## src/rtl/decode_stage_pkg.sv

```systemverilog
// -----------------------------------------------------------------------------
// decode_stage_pkg
//   Shared definitions for the bgpu decode stage: the 8-bit opcode type, the
//   execution-unit and IU subtype encodings, the IU operand-class subtype sets
//   and a helper that maps an opcode to its operand-required mask.
//
//   Opcode layout: opcode[7:6] = execution unit, opcode[5:0] = subtype.
//   8'hFF (CTRL unit, subtype 6'h3F) is the warp stop instruction.
// -----------------------------------------------------------------------------

`ifndef BGPU_IU_TWO_REG_OPERANDS
`define BGPU_IU_TWO_REG_OPERANDS BGPU_IU_ADD, BGPU_IU_SUB, BGPU_IU_AND, BGPU_IU_OR, BGPU_IU_XOR, BGPU_IU_MUL
`endif

`ifndef BGPU_IU_REG_IMM_OPERANDS
`define BGPU_IU_REG_IMM_OPERANDS BGPU_IU_ADDI, BGPU_IU_SUBI, BGPU_IU_ANDI, BGPU_IU_SHLI
`endif

package decode_stage_pkg;

    typedef enum logic [1:0] {
        BGPU_UNIT_IU   = 2'd0,
        BGPU_UNIT_LSU  = 2'd1,
        BGPU_UNIT_BRU  = 2'd2,
        BGPU_UNIT_CTRL = 2'd3
    } bgpu_unit_e;

    typedef struct packed {
        bgpu_unit_e  unit;
        logic [5:0]  subtype;
    } bgpu_inst_t;

    // IU subtypes reading two registers
    localparam logic [5:0] BGPU_IU_ADD  = 6'h00;
    localparam logic [5:0] BGPU_IU_SUB  = 6'h01;
    localparam logic [5:0] BGPU_IU_AND  = 6'h02;
    localparam logic [5:0] BGPU_IU_OR   = 6'h03;
    localparam logic [5:0] BGPU_IU_XOR  = 6'h04;
    localparam logic [5:0] BGPU_IU_MUL  = 6'h05;
    // IU subtypes reading one register plus an immediate
    localparam logic [5:0] BGPU_IU_ADDI = 6'h10;
    localparam logic [5:0] BGPU_IU_SUBI = 6'h11;
    localparam logic [5:0] BGPU_IU_ANDI = 6'h12;
    localparam logic [5:0] BGPU_IU_SHLI = 6'h13;
    // IU subtype with no register source (load immediate)
    localparam logic [5:0] BGPU_IU_LDI  = 6'h20;

    localparam logic [7:0] BGPU_INST_STOP = 8'hFF;

    // Bit i set = operand field i must be read from the register file.
    // Operand 2 is only ever a register for LSU (address base + offset + data).
    function automatic logic [2:0] operands_required(bgpu_inst_t inst);
        logic [2:0] req;
        req = 3'b000;
        if (inst.unit == BGPU_UNIT_IU) begin
            if (inst.subtype inside {`BGPU_IU_TWO_REG_OPERANDS}) begin
                req = 3'b011;
            end else if (inst.subtype inside {`BGPU_IU_REG_IMM_OPERANDS}) begin
                req = 3'b001;
            end
        end else if (inst.unit == BGPU_UNIT_LSU) begin
            req = 3'b111;
        end
        return req;
    endfunction

endpackage

```

## src/rtl/decode_stage_if.sv

```systemverilog
// -----------------------------------------------------------------------------
// decode_stage_if
//   Instruction-cache -> decode and decode -> dispatcher buses.
//
//   Handshake rule (both buses): a transfer happens on a rising clock edge where
//   valid and ready are both high. The producer holds valid and payload stable
//   until the transfer; ready may not depend combinationally on valid.
//
//   Modports:
//     master : the surrounding pipeline (drives ic_* and disp_ready_i)
//     slave  : the decode stage (drives dec_*)
// -----------------------------------------------------------------------------
interface decode_stage_if
    import decode_stage_pkg::*;
#(
    parameter int PcWidth         = 32,
    parameter int NumWarps        = 8,
    parameter int WarpWidth       = 32,
    parameter int RegIdxWidth     = 8,
    parameter int OperandsPerInst = 2,
    parameter int EncInstWidth    = 8 + (1 + OperandsPerInst) * RegIdxWidth,
    localparam int WidWidth       = (NumWarps > 1) ? $clog2(NumWarps) : 1
) ();

    // instruction cache side
    logic                                   dec_ready_o;
    logic                                   ic_valid_i;
    logic [PcWidth-1:0]                     ic_pc_i;
    logic [WarpWidth-1:0]                   ic_act_mask_i;
    logic [WidWidth-1:0]                    ic_warp_id_i;
    logic [EncInstWidth-1:0]                ic_inst_i;

    // dispatcher side
    logic                                   disp_ready_i;
    logic                                   dec_valid_o;
    logic [PcWidth-1:0]                     dec_pc_o;
    logic [WarpWidth-1:0]                   dec_act_mask_o;
    logic [WidWidth-1:0]                    dec_warp_id_o;
    bgpu_inst_t                             dec_inst_o;
    logic [RegIdxWidth-1:0]                 dec_dst_o;
    logic [OperandsPerInst-1:0]             dec_operands_required_o;
    logic [OperandsPerInst*RegIdxWidth-1:0] dec_operands_o;

    modport master (
        output ic_valid_i, ic_pc_i, ic_act_mask_i, ic_warp_id_i, ic_inst_i, disp_ready_i,
        input  dec_ready_o, dec_valid_o, dec_pc_o, dec_act_mask_o, dec_warp_id_o,
               dec_inst_o, dec_dst_o, dec_operands_required_o, dec_operands_o
    );

    modport slave (
        input  ic_valid_i, ic_pc_i, ic_act_mask_i, ic_warp_id_i, ic_inst_i, disp_ready_i,
        output dec_ready_o, dec_valid_o, dec_pc_o, dec_act_mask_o, dec_warp_id_o,
               dec_inst_o, dec_dst_o, dec_operands_required_o, dec_operands_o
    );

endinterface

```

## src/rtl/decode_skid_buffer.sv

```systemverilog
// -----------------------------------------------------------------------------
// decode_skid_buffer
//   Two-entry FIFO with valid/ready on both sides, payload type T.
//   in_ready_o comes straight from the occupancy register, so it never depends
//   on out_ready_i; two entries are enough to keep one transfer per cycle with
//   that registered ready.
//
//   Ports:
//     clk_i, rst_ni          clock, async active-low reset (empties the FIFO)
//     in_valid_i/in_ready_o  write side, in_data_i payload
//     out_valid_o/out_ready_i read side, out_data_o = oldest entry
// -----------------------------------------------------------------------------
module decode_skid_buffer #(
    parameter type T = logic
) (
    input  logic clk_i,
    input  logic rst_ni,
    input  logic in_valid_i,
    output logic in_ready_o,
    input  T     in_data_i,
    output logic out_valid_o,
    input  logic out_ready_i,
    output T     out_data_o
);

    T           mem_q [2];
    logic       wr_ptr_q;
    logic       rd_ptr_q;
    logic [1:0] count_q;
    logic       push;
    logic       pop;

    assign in_ready_o  = (count_q != 2'd2);
    assign out_valid_o = (count_q != 2'd0);
    assign out_data_o  = mem_q[rd_ptr_q];

    assign push = in_valid_i && in_ready_o;
    assign pop  = out_valid_o && out_ready_i;

    always_ff @(posedge clk_i or negedge rst_ni) begin
        if (!rst_ni) begin
            mem_q[0] <= '0;
            mem_q[1] <= '0;
            wr_ptr_q <= 1'b0;
            rd_ptr_q <= 1'b0;
            count_q  <= 2'd0;
        end else begin
            if (push) begin
                mem_q[wr_ptr_q] <= in_data_i;
                wr_ptr_q        <= ~wr_ptr_q;
            end
            if (pop) begin
                rd_ptr_q <= ~rd_ptr_q;
            end
            // simultaneous push and pop leaves the occupancy unchanged
            case ({push, pop})
                2'b10:   count_q <= count_q + 2'd1;
                2'b01:   count_q <= count_q - 2'd1;
                default: count_q <= count_q;
            endcase
        end
    end

endmodule

```

## src/rtl/decode_stage.sv

```systemverilog
// -----------------------------------------------------------------------------
// decode_stage
//   Decodes bgpu instructions coming from the instruction cache into a 2-entry
//   skid buffer feeding the dispatcher, tracks a per-warp stopped mask and
//   notifies the fetcher of every decoded instruction.
//
//   Ports:
//     clk_i, rst_ni             clock, async active-low reset
//     bus (decode_stage_if.slave) ic_* input bus and dec_* dispatcher bus
//     warp_start_i/_id_i        warp (re)launch, clears its stopped bit
//     warp_stopped_o            stopped bitmask, one bit per warp
//     dec_decoded_o             fetcher notification, same cycle as the accept
//     dec_stop_warp_o           the notified instruction was a stop
//     dec_decoded_warp_id_o     warp of the notified instruction
//     dec_decoded_next_pc_o     pc + 1 (wraps)
//
//   Optional: define DECODE_STAGE_PERF_EN to add perf_decoded_o (buffer
//   writes) and perf_dropped_o (instructions of stopped warps), both
//   saturating 32-bit counters.
//
//   Instruction field layout, MSB down: opcode[8], dst, operand 0 .. N-1.
//   On dec_operands_o operand i sits at [i*RegIdxWidth +: RegIdxWidth], so it
//   lines up with bit i of dec_operands_required_o.
// -----------------------------------------------------------------------------
module decode_stage
    import decode_stage_pkg::*;
#(
    parameter int PcWidth         = 32,
    parameter int NumWarps        = 8,
    parameter int WarpWidth       = 32,
    parameter int RegIdxWidth     = 8,
    parameter int OperandsPerInst = 2,
    parameter int EncInstWidth    = 8 + (1 + OperandsPerInst) * RegIdxWidth,
    localparam int WidWidth       = (NumWarps > 1) ? $clog2(NumWarps) : 1
) (
    input  logic                clk_i,
    input  logic                rst_ni,
    decode_stage_if.slave       bus,
    input  logic                warp_start_i,
    input  logic [WidWidth-1:0] warp_start_id_i,
    output logic [NumWarps-1:0] warp_stopped_o,
    output logic                dec_decoded_o,
    output logic                dec_stop_warp_o,
    output logic [WidWidth-1:0] dec_decoded_warp_id_o,
    output logic [PcWidth-1:0]  dec_decoded_next_pc_o
`ifdef DECODE_STAGE_PERF_EN
    ,
    output logic [31:0]         perf_decoded_o,
    output logic [31:0]         perf_dropped_o
`endif
);

    typedef logic [WidWidth-1:0]    wid_t;
    typedef logic [RegIdxWidth-1:0] reg_idx_t;
    typedef logic [PcWidth-1:0]     pc_t;
    typedef logic [WarpWidth-1:0]   act_mask_t;

    typedef struct packed {
        pc_t                                    pc;
        act_mask_t                              mask;
        wid_t                                   wid;
        bgpu_inst_t                             inst;
        reg_idx_t                               dst;
        logic [OperandsPerInst-1:0]             req;
        logic [OperandsPerInst*RegIdxWidth-1:0] operands;
    } entry_t;

`ifndef SYNTHESIS
    if (EncInstWidth != 8 + (1 + OperandsPerInst) * RegIdxWidth) begin : g_enc_width_check
        $error("decode_stage: EncInstWidth must equal 8+(1+OperandsPerInst)*RegIdxWidth");
    end
    if (OperandsPerInst < 1 || OperandsPerInst > 3) begin : g_operands_check
        $error("decode_stage: OperandsPerInst must be in 1..3");
    end
`endif

    logic [NumWarps-1:0]                    stopped_q;
    logic [NumWarps-1:0]                    stopped_d;
    bgpu_inst_t                             ic_op;
    reg_idx_t                               ic_dst;
    logic [OperandsPerInst*RegIdxWidth-1:0] ic_operands;
    logic                                   accept;
    logic                                   is_stop;
    logic                                   warp_is_stopped;
    logic                                   buf_write;
    logic                                   buf_ready;
    logic                                   buf_valid;
    entry_t                                 wr_entry;
    entry_t                                 rd_entry;

    // ---------------- field extraction ----------------
    assign ic_op  = bgpu_inst_t'(bus.ic_inst_i[EncInstWidth-1 -: 8]);
    assign ic_dst = bus.ic_inst_i[EncInstWidth-9 -: RegIdxWidth];

    // operand 0 is the most significant operand field of the encoding
    always_comb begin
        ic_operands = '0;
        for (int i = 0; i < OperandsPerInst; i++) begin
            ic_operands[i*RegIdxWidth +: RegIdxWidth] =
                bus.ic_inst_i[(OperandsPerInst-1-i)*RegIdxWidth +: RegIdxWidth];
        end
    end

    always_comb begin
        warp_is_stopped = 1'b0;
        for (int w = 0; w < NumWarps; w++) begin
            if (bus.ic_warp_id_i == wid_t'(w)) begin
                warp_is_stopped = stopped_q[w];
            end
        end
    end

    assign accept    = bus.ic_valid_i && buf_ready;
    assign is_stop   = (ic_op == bgpu_inst_t'(BGPU_INST_STOP));
    // stops and instructions of stopped warps are consumed but never buffered
    assign buf_write = accept && !is_stop && !warp_is_stopped;

    always_comb begin
        wr_entry          = '0;
        wr_entry.pc       = bus.ic_pc_i;
        wr_entry.mask     = bus.ic_act_mask_i;
        wr_entry.wid      = bus.ic_warp_id_i;
        wr_entry.inst     = ic_op;
        wr_entry.dst      = ic_dst;
        wr_entry.req      = (OperandsPerInst)'(operands_required(ic_op));
        wr_entry.operands = ic_operands;
    end

    // ---------------- stopped mask ----------------
    // a start for the same warp overrides a stop accepted in the same cycle
    always_comb begin
        stopped_d = stopped_q;
        for (int w = 0; w < NumWarps; w++) begin
            if (warp_start_i && warp_start_id_i == wid_t'(w)) begin
                stopped_d[w] = 1'b0;
            end else if (accept && is_stop && bus.ic_warp_id_i == wid_t'(w)) begin
                stopped_d[w] = 1'b1;
            end
        end
    end

    always_ff @(posedge clk_i or negedge rst_ni) begin
        if (!rst_ni) begin
            stopped_q <= '0;
        end else begin
            stopped_q <= stopped_d;
        end
    end

    assign warp_stopped_o = stopped_q;

    // ---------------- fetcher notification ----------------
    // a stop is always reported, even if its warp was already stopped
    assign dec_decoded_o         = accept && (is_stop || !warp_is_stopped);
    assign dec_stop_warp_o       = accept && is_stop;
    assign dec_decoded_warp_id_o = bus.ic_warp_id_i;
    assign dec_decoded_next_pc_o = bus.ic_pc_i + pc_t'(1);

    // ---------------- skid buffer ----------------
    decode_skid_buffer #(
        .T (entry_t)
    ) u_skid (
        .clk_i       (clk_i),
        .rst_ni      (rst_ni),
        .in_valid_i  (buf_write),
        .in_ready_o  (buf_ready),
        .in_data_i   (wr_entry),
        .out_valid_o (buf_valid),
        .out_ready_i (bus.disp_ready_i),
        .out_data_o  (rd_entry)
    );

    assign bus.dec_ready_o             = buf_ready;
    assign bus.dec_valid_o             = buf_valid;
    assign bus.dec_pc_o                = rd_entry.pc;
    assign bus.dec_act_mask_o          = rd_entry.mask;
    assign bus.dec_warp_id_o           = rd_entry.wid;
    assign bus.dec_inst_o              = rd_entry.inst;
    assign bus.dec_dst_o               = rd_entry.dst;
    assign bus.dec_operands_required_o = rd_entry.req;
    assign bus.dec_operands_o          = rd_entry.operands;

`ifdef DECODE_STAGE_PERF_EN
    logic drop;
    assign drop = accept && !is_stop && warp_is_stopped;

    always_ff @(posedge clk_i or negedge rst_ni) begin
        if (!rst_ni) begin
            perf_decoded_o <= '0;
            perf_dropped_o <= '0;
        end else begin
            if (buf_write && perf_decoded_o != 32'hFFFF_FFFF) begin
                perf_decoded_o <= perf_decoded_o + 32'd1;
            end
            if (drop && perf_dropped_o != 32'hFFFF_FFFF) begin
                perf_dropped_o <= perf_dropped_o + 32'd1;
            end
        end
    end
`endif

endmodule

```

## src/flat_wrapper.sv

```systemverilog
// flat-port wrapper written by rule: the top's interface ports become plain ports
module decode_stage_flat import decode_stage_pkg::*;
#(
    parameter int PcWidth         = 32,
    parameter int NumWarps        = 8,
    parameter int WarpWidth       = 32,
    parameter int RegIdxWidth     = 8,
    parameter int OperandsPerInst = 2,
    parameter int EncInstWidth    = 8 + (1 + OperandsPerInst) * RegIdxWidth,
    localparam int WidWidth       = (NumWarps > 1) ? $clog2(NumWarps) : 1
)
  (clk_i, rst_ni, warp_start_i, warp_start_id_i, warp_stopped_o, dec_decoded_o, dec_stop_warp_o, dec_decoded_warp_id_o, dec_decoded_next_pc_o, bus_ic_valid_i, bus_ic_pc_i, bus_ic_act_mask_i, bus_ic_warp_id_i, bus_ic_inst_i, bus_disp_ready_i, bus_dec_ready_o, bus_dec_valid_o, bus_dec_pc_o, bus_dec_act_mask_o, bus_dec_warp_id_o, bus_dec_inst_o, bus_dec_dst_o, bus_dec_operands_required_o, bus_dec_operands_o);
  decode_stage_if #(.PcWidth(PcWidth), .NumWarps(NumWarps), .WarpWidth(WarpWidth), .RegIdxWidth(RegIdxWidth), .OperandsPerInst(OperandsPerInst), .EncInstWidth(EncInstWidth)) bus_i ();
  input  logic clk_i;
  input  logic rst_ni;
  input  logic warp_start_i;
  input  logic [WidWidth-1:0] warp_start_id_i;
  output logic [NumWarps-1:0] warp_stopped_o;
  output logic dec_decoded_o;
  output logic dec_stop_warp_o;
  output logic [WidWidth-1:0] dec_decoded_warp_id_o;
  output logic [PcWidth-1:0] dec_decoded_next_pc_o;
  input wire logic [$bits(bus_i.ic_valid_i)-1:0] bus_ic_valid_i;
  input wire logic [$bits(bus_i.ic_pc_i)-1:0] bus_ic_pc_i;
  input wire logic [$bits(bus_i.ic_act_mask_i)-1:0] bus_ic_act_mask_i;
  input wire logic [$bits(bus_i.ic_warp_id_i)-1:0] bus_ic_warp_id_i;
  input wire logic [$bits(bus_i.ic_inst_i)-1:0] bus_ic_inst_i;
  input wire logic [$bits(bus_i.disp_ready_i)-1:0] bus_disp_ready_i;
  output wire logic [$bits(bus_i.dec_ready_o)-1:0] bus_dec_ready_o;
  output wire logic [$bits(bus_i.dec_valid_o)-1:0] bus_dec_valid_o;
  output wire logic [$bits(bus_i.dec_pc_o)-1:0] bus_dec_pc_o;
  output wire logic [$bits(bus_i.dec_act_mask_o)-1:0] bus_dec_act_mask_o;
  output wire logic [$bits(bus_i.dec_warp_id_o)-1:0] bus_dec_warp_id_o;
  output wire logic [$bits(bus_i.dec_inst_o)-1:0] bus_dec_inst_o;
  output wire logic [$bits(bus_i.dec_dst_o)-1:0] bus_dec_dst_o;
  output wire logic [$bits(bus_i.dec_operands_required_o)-1:0] bus_dec_operands_required_o;
  output wire logic [$bits(bus_i.dec_operands_o)-1:0] bus_dec_operands_o;
  assign bus_i.ic_valid_i = bus_ic_valid_i;
  assign bus_i.ic_pc_i = bus_ic_pc_i;
  assign bus_i.ic_act_mask_i = bus_ic_act_mask_i;
  assign bus_i.ic_warp_id_i = bus_ic_warp_id_i;
  assign bus_i.ic_inst_i = bus_ic_inst_i;
  assign bus_i.disp_ready_i = bus_disp_ready_i;
  assign bus_dec_ready_o = bus_i.dec_ready_o;
  assign bus_dec_valid_o = bus_i.dec_valid_o;
  assign bus_dec_pc_o = bus_i.dec_pc_o;
  assign bus_dec_act_mask_o = bus_i.dec_act_mask_o;
  assign bus_dec_warp_id_o = bus_i.dec_warp_id_o;
  assign bus_dec_inst_o = bus_i.dec_inst_o;
  assign bus_dec_dst_o = bus_i.dec_dst_o;
  assign bus_dec_operands_required_o = bus_i.dec_operands_required_o;
  assign bus_dec_operands_o = bus_i.dec_operands_o;
  decode_stage #(.PcWidth(PcWidth), .NumWarps(NumWarps), .WarpWidth(WarpWidth), .RegIdxWidth(RegIdxWidth), .OperandsPerInst(OperandsPerInst), .EncInstWidth(EncInstWidth)) u_core (.clk_i(clk_i), .rst_ni(rst_ni), .bus(bus_i), .warp_start_i(warp_start_i), .warp_start_id_i(warp_start_id_i), .warp_stopped_o(warp_stopped_o), .dec_decoded_o(dec_decoded_o), .dec_stop_warp_o(dec_stop_warp_o), .dec_decoded_warp_id_o(dec_decoded_warp_id_o), .dec_decoded_next_pc_o(dec_decoded_next_pc_o));
endmodule
```

## config.mk

```make
export PLATFORM = sky130hd
export DESIGN_NAME = decode_stage_flat
export DESIGN_NICKNAME = d
export VERILOG_FILES = /design/src/rtl/decode_stage_pkg.sv /design/src/rtl/decode_stage_if.sv /design/src/rtl/decode_skid_buffer.sv /design/src/rtl/decode_stage.sv /design/src/flat_wrapper.sv
export SDC_FILE = /design/constraint.sdc
export NUM_CORES = 1
export LEC_CHECK = 0
export ABC_AREA = 1
export CAP_MARGIN = 20
export CORE_ASPECT_RATIO = 0.75
export CORE_MARGIN = 3
export CORE_UTILIZATION = 45
export DETAILED_ROUTE_END_ITERATION = 8
export PLACE_DENSITY = 0.76
export SETUP_SLACK_MARGIN = 0.02
export SYNTH_ARGS = -nofsm -noshare
export SYNTH_HDL_FRONTEND = slang
export SYNTH_HIERARCHICAL = 1
export SYNTH_SLANG_ARGS = --single-unit
```

## constraint.sdc

```tcl
create_clock -name clk_i -period 2.1 [get_ports clk_i]
set_clock_uncertainty 0.15 [all_clocks]
set_input_delay 0.21 -clock clk_i [delete_from_list [all_inputs] [get_ports clk_i]]
set_output_delay 0.21 -clock clk_i [all_outputs]
set_load 0.02 [all_outputs]
```

==> results of run 1 <==
==> metal layers <==
layer  part of all wire, %  global-route usage (%)  wire length (um)
met5                     0                       0                 0
met4                   2.1                    6.43               818
met3                    11                    6.89              4260
met2                    47                    45.2             18400
met1                    40                    37.1             15900
==> worst min-delay path: stages <==
cell,delay [ps]
clkdlybuf4s15_1,250
nand4_1,130
nand2_1,50
==> report_power, final <==
part,switching (uW),internal [uW]
clock,1640,2620
sequential,1250,5980
combinational,8410,5710
==> placed cells by master, fill, tap and decap left out, types with 10 or more instances in the layout <==
cell type,synthesis,routed
buf_12,0,30
nor2_1,27,23
buf_6,0,46
buf_4,9,137
nand2_2,4,92
clkdlybuf4s50_1,0,91
nand2_4,1,28
nand4_1,216,216
nand2_1,768,652
clkbuf_16,0,37
xnor2_1,14,14
dfrtp_1,214,212
dlygate4sd2_1,0,25
buf_2,79,50
buf_16,0,10
xor2_1,16,16
inv_1,34,31
==> kinds of logic (layout without fill, tap and decap cells) <==
family	Yosys count	in the layout	share of synthesized area, %
compound gates	14	14	0.708
simple gates	1057	1057	42.2
buf+inv	153	508	6.35
flops	214	214	48.1
xor+xnor	30	30	2.36
fa+ha+maj	2	2	0.225
==> metrics by stage <==
stage | worst slack [ps] | std cells | utilization (%) | power, uW | instance area, um^2
after floorplan | 31.0 | 1470 | - | 13800 | 11100
after global placement | -572 | 2078 | 61.9 | 19100 | 15000
after detailed placement | -601 | 2078 | 61.9 | 19300 | 15000
after CTS | -16.9 | 2137 | 65.2 | 23700 | 15800
after global routing | -147 | 2156 | 69.5 | 27200 | 16800
final | -25.9 | 2156 | 69.5 | 25600 | 16800
==> flip-flops by register name, summed over array words and instances, names as in the netlist <==
name                    cells
u_core/u_skid/mem_q       202
u_core/u_skid/rd_ptr_q      1
u_core/u_skid/count_q       2
u_core/u_skid/wr_ptr_q      1
u_core/warp_stopped_o       8
==> worst min-delay path by stage <==
stage,from,slack (ps),end,cells past startpoint
CTS,bus_ic_pc_i[1],8,u_core/u_skid/mem_q[70]$_DFFE_PN0P_,4
floorplan,rst_ni,-240,u_core/u_skid/count_q[0]$_DFFE_PN0P_,0
global placement,rst_ni,100,u_core/u_skid/mem_q[146]$_DFFE_PN0P_,1
finish,bus_ic_pc_i[9],20,u_core/u_skid/mem_q[179]$_DFFE_PN0P_,3
detailed placement,rst_ni,100,u_core/u_skid/mem_q[45]$_DFFE_PN0P_,1
global route,bus_ic_pc_i[1],40,u_core/u_skid/mem_q[171]$_DFFE_PN0P_,4
==> layout make-up <==
class	count	area, um^2	area share, %
clock buffers	32	679	4.05
inverters	38	159	0.947
repair buffers	429	4420	26.4
flip-flops and latches	214	5360	32.0
multi-input cells	1103	5620	33.5
well taps	331	414	2.47
clock inverters	9	120	0.716
==> repair_timing <==
action | in CTS | in global routing
hold buffers | 1 | 0
endpoints found under the hold margin | 87 | 0
pin swaps | 16 | 28
setup buffers | 9 | 6
gates cloned | 8 | 14
gates resized for setup | 600 | 250
setup endpoints to repair | 136 | 286
==> results.json, run 1 <==
{
  "outcome": "finished with violations",
  "violations": "negative setup slack",
  "path_max_fanout": 9,
  "synth_top_area_share_pct": 48.1,
  "worst_setup_path_start_kind": "flop",
  "p_leak_uw": 0.00882,
  "drv_cap": 0,
  "hold_viol": 0,
  "yosysMostFrequentCell": "nand2_1",
  "routed_wl_um": 39400,
  "antennaDiodeCount": 0,
  "first_pass_iters": 5,
  "grt_pass1_wl_um": 59900,
  "slew-limit-headroom_pct": 46.2,
  "grt_pass1_vias": 11300,
  "synth_enable_flop_cells": 0,
  "grt_setup_unrepaired": "yes",
  "die_w_um": 188,
  "slowest_delay_ps": 400,
  "track_usage_pct": 27.5,
  "drt_first_iter_violations": 1297,
  "timing.hold.ws_ps": 15.0,
  "async_flop_share_pct": 100,
  "vias_per_cell": 5.49,
  "crit_family": "buffers and inverters",
  "htreeDepth": 1,
  "post-route-period-util_pct": 101,
  "ant_nets": 0,
  "tns_ps": -129,
  "syn_inst": 1470,
  "crit_end": "u_core/u_skid/mem_q[26]$_DFFE_PN0P_",
  "synth_top_area_cell": "dfrtp_1",
  "clk_latency_ps": 510,
  "max_freq_ghz": 0.470,
  "cts_sinks": 214,
  "cp-startpoint": "u_core/warp_stopped_o[2]$_DFFE_PN0P_",
  "crit_required_ps": 2330,
  "io_pins": 255,
  "portBuffers": 254,
  "fillers": 1955,
  "gp_congestion": 0.887,
  "overflow": 0,
  "synth_area_um2": 11100,
  "hold_path.class": "primary input to flop",
  "route.detailed.drc": 0,
  "timing.final.crit_period_ps": 2130,
  "path_class": "flop to flop",
  "core_um2": 24200,
  "rows": 49,
  "ir_drop_mv": 0.986,
  "r2r_end": "u_core/u_skid/mem_q[26]$_DFFE_PN0P_",
  "cp.depth": 12,
  "r2r_slack_ps": -30,
  "ys_ff_latch": 214,
  "cts_buffer_depth": 3,
  "cts_inserted_buffers": 23,
  "synthTopCellsByArea": "dfrtp_1, nand2_1, nand4_1",
  "arrival_ps": 2360,
  "end_kind": "flop",
  "yosysWarnings": 6,
  "finish.net_count": 1918,
  "path_clk_slew_ps": 60,
  "final_max_slew_viol_count": 0,
  "r2r_cells": 12,
  "seq_area_frac_synth_pct": 48.1,
  "antenna_found_initial": 0,
  "avgSynthCellArea_um2": 7.57,
  "num_vias": 11800,
  "root_buffer": "clkbuf_16",
  "synthTopCellsByCount": "nand2_1, nand4_1, dfrtp_1",
  "tightest_slew_ps": 807,
  "hpwl_um": 23100,
  "grt_max_degree": 92,
  "synth.net_count": 1579,
  "routedWlPerCell_um": 18.3,
  "initial_core_util_pct": 46.1,
  "dieArea_um2": 26700,
  "synthToLayoutAreaGrowth_pct": 50.8,
  "cp_num_buf_inv": 4,
  "die_h_um": 142,
  "cts_tree": "yes",
  "power_density_nw_per_um2": 1530,
  "cp_slowest_cell": "dfrtp_1",
  "yosysUniqueCellTypes": 31,
  "crit_chain": "nand4_1, nand3_1, nor2_2, nand4_1, buf_4, a21oi_4, buf_12, nand3_4, clkbuf_16, clkbuf_16, nand2_1, nand2_1",
  "r2r_start": "u_core/warp_stopped_o[2]$_DFFE_PN0P_",
  "synth_ff_type": "dfrtp_1",
  "drive_gt1_share_pct": 27.6,
  "setup_viol": 14,
  "finalWorstSetupSlack_ps": -25.9
}
Note: power is estimated with default switching activity, not from simulation.
==> run 2, diff against run 1 <==
GPL_ROUTABILITY_DRIVEN = 0   (was unset)
==> results.json, run 2 (synthesized netlist as in run 1, its figures left out) <==
{
  "hold_viol": 0,
  "io_pins": 255,
  "root_buffer": "clkbuf_16",
  "timing.final.crit_period_ps": 2240,
  "hpwl_um": 22300,
  "fillers": 1894,
  "grt_pass1_wl_um": 58800,
  "regMostFlops": "u_core/u_skid/mem_q",
  "cts_buffer_depth": 3,
  "cts_sinks": 214,
  "r2r_end": "u_core/u_skid/mem_q[158]$_DFFE_PN0P_",
  "first_pass_iters": 5,
  "initial_core_util_pct": 46.1,
  "grt_max_degree": 155,
  "final_cell_mix": "nand2_1, nand4_1, dfrtp_1, buf_4, nand2_2",
  "setup_viol": 216,
  "path_max_fanout": 9,
  "core_um2": 24200,
  "post-route-period-util_pct": 107,
  "power_density_nw_per_um2": 1550,
  "path_clk_slew_ps": 70,
  "slew-limit-headroom_pct": 53.7,
  "place_ws_ps": -632,
  "routed_wl_um": 42200,
  "worstHoldStart": "bus_ic_pc_i[24]",
  "final_cells": 2156,
  "largest_reg_flops": 202,
  "final_max_slew_viol_count": 0,
  "r2r_start": "u_core/warp_stopped_o[2]$_DFFE_PN0P_",
  "tightest_slew_ps": 694,
  "num_vias": 12000,
  "portBuffers": 254,
  "max_freq_ghz": 0.447,
  "finalWorstSetupSlack_ps": -138,
  "clk_latency_ps": 510,
  "track_usage_pct": 26.9,
  "drv_cap": 0,
  "overflow": 0,
  "mostFrequentLayoutCell": "nand2_1",
  "fin_util_pct": 68.9,
  "end_kind": "flop",
  "route.detailed.drc": 0,
  "outcome": "finished with violations",
  "fin_area_um2": 16600,
  "crit_required_ps": 2340,
  "cts_inserted_buffers": 23,
  "synthToLayoutAreaGrowth_pct": 49.7,
  "hold_path.class": "primary input to flop",
  "whs_endpoint": "u_core/u_skid/mem_q[93]$_DFFE_PN0P_",
  "die_w_um": 188,
  "antenna_found_initial": 1,
  "cts_tree": "yes",
  "r2r_cells": 12,
  "drive_gt1_share_pct": 27.0,
  "worst_setup_path_start_kind": "flop",
  "arrival_ps": 2480,
  "rows": 49,
  "path_class": "flop to flop",
  "finish.net_count": 1920,
  "ir_drop_mv": 1.11,
  "grt_setup_unrepaired": "yes",
  "die_h_um": 142,
  "routedWlPerCell_um": 19.6,
  "placed_cells": 2059,
  "vias_per_cell": 5.57,
  "finalPower_uw": 25800,
  "p_leak_uw": 0.00873,
  "place_area_um2": 14700,
  "min_path_cells": 4,
  "drt_first_iter_violations": 1456,
  "htreeDepth": 1,
  "grt_pass1_vias": 11200,
  "r2r_slack_ps": -140,
  "ant_nets": 0,
  "dieArea_um2": 26700,
  "violations": "negative setup slack"
}
[run 2: changes by cell type in the layout (fill, tap and decap cells not counted), sizes merged]
cell           before  now
buf               275  259
dlymetal6s2s        9    3
clkinv              8    4
clkdlybuf4s50      91   92
diode               0    1
dlygate4sd3         1    2
clkdlybuf4s15       7    4
clkinvlp            0    1
bufinv              3    2
dlygate4sd2        25   34
clkbuf             53   70
[run 2: power breakdown]
part / leakage (uW) / switching, uW / total [uW] / internal, uW
Sequential: 0.00269 / 1210 / 7190 / 5980
Combinational: 0.00567 / 8760 / 14400 / 5650
Clock: 0.000374 / 1680 / 4160 / 2490
Total: 0.00873 / 11700 / 25800 / 14100
[run 2: layout make-up]
type                            instances  area (um^2)  area share, %
Multi-Input combinational cell       1103         5600           33.6
Sequential cell                       214         5360           32.2
Timing Repair Buffer                  431         4360           26.2
Clock buffer                           33          683           4.10
Tap cell                              331          414           2.49
Inverter                               38          156          0.939
Clock inverter                          5         77.6          0.466
Antenna cell                            1         2.50         0.0150
[run 2: metal layers]
metal / share of wire, % / GRT usage [%]
met1: 40 / 36.2
met5: 0 / 0
met4: 3.3 / 5.29
met2: 46 / 44.1
met3: 11 / 7.88
[run 2: repair_timing]
action,CTS,global route
buffers inserted,10,14
hold buffers,1,1
pin swaps,12,25
endpoints found under the hold margin,214,2
gates cloned,6,28
endpoints found under the setup margin,136,307
gates resized for setup,539,267
[run 2: how the worst max path moves through the flow]
| stage | from | endpoint | depth (start not counted) |
|---|---|---|---|
| final | u_core/warp_stopped_o[2]$_DFFE_PN0P_ | u_core/u_skid/mem_q[158]$_DFFE_PN0P_ | 12 |
| after global routing | u_core/warp_stopped_o[1]$_DFFE_PN0P_ | u_core/u_skid/mem_q[158]$_DFFE_PN0P_ | 12 |
| after CTS | u_core/u_skid/rd_ptr_q$_DFFE_PN0P_ | bus_dec_warp_id_o[2] | 4 |
| after detailed placement | bus_ic_pc_i[8] | dec_decoded_next_pc_o[25] | 9 |
| after global placement | bus_ic_pc_i[8] | dec_decoded_next_pc_o[31] | 8 |
| after floorplan | u_core/u_skid/count_q[0]$_DFFE_PN0P_ | u_core/u_skid/count_q[1]$_DFFE_PN0P_ | 15 |
[run 2: metrics by stage]
stage | hold WS (ps) | setup TNS [ps]
floorplan | -236 | 0
global placement | 30.3 | -96260
detailed placement | 34.9 | -108250
CTS | 24.6 | -818
global route | 49.2 | -29250
finish | 28.9 | -12500
[run 2: critical path, stage by stage (launching register included)]
cell and delay (ps):
dfrtp_1 390, nand4_1 100, nand3_1 100, nor2_1 140, nand4_1 120, buf_4 160, a21oi_4 210, buf_12 150
nand3_4 110, buf_12 210, clkbuf_16 170, nand2_1 60, nand2_1 60
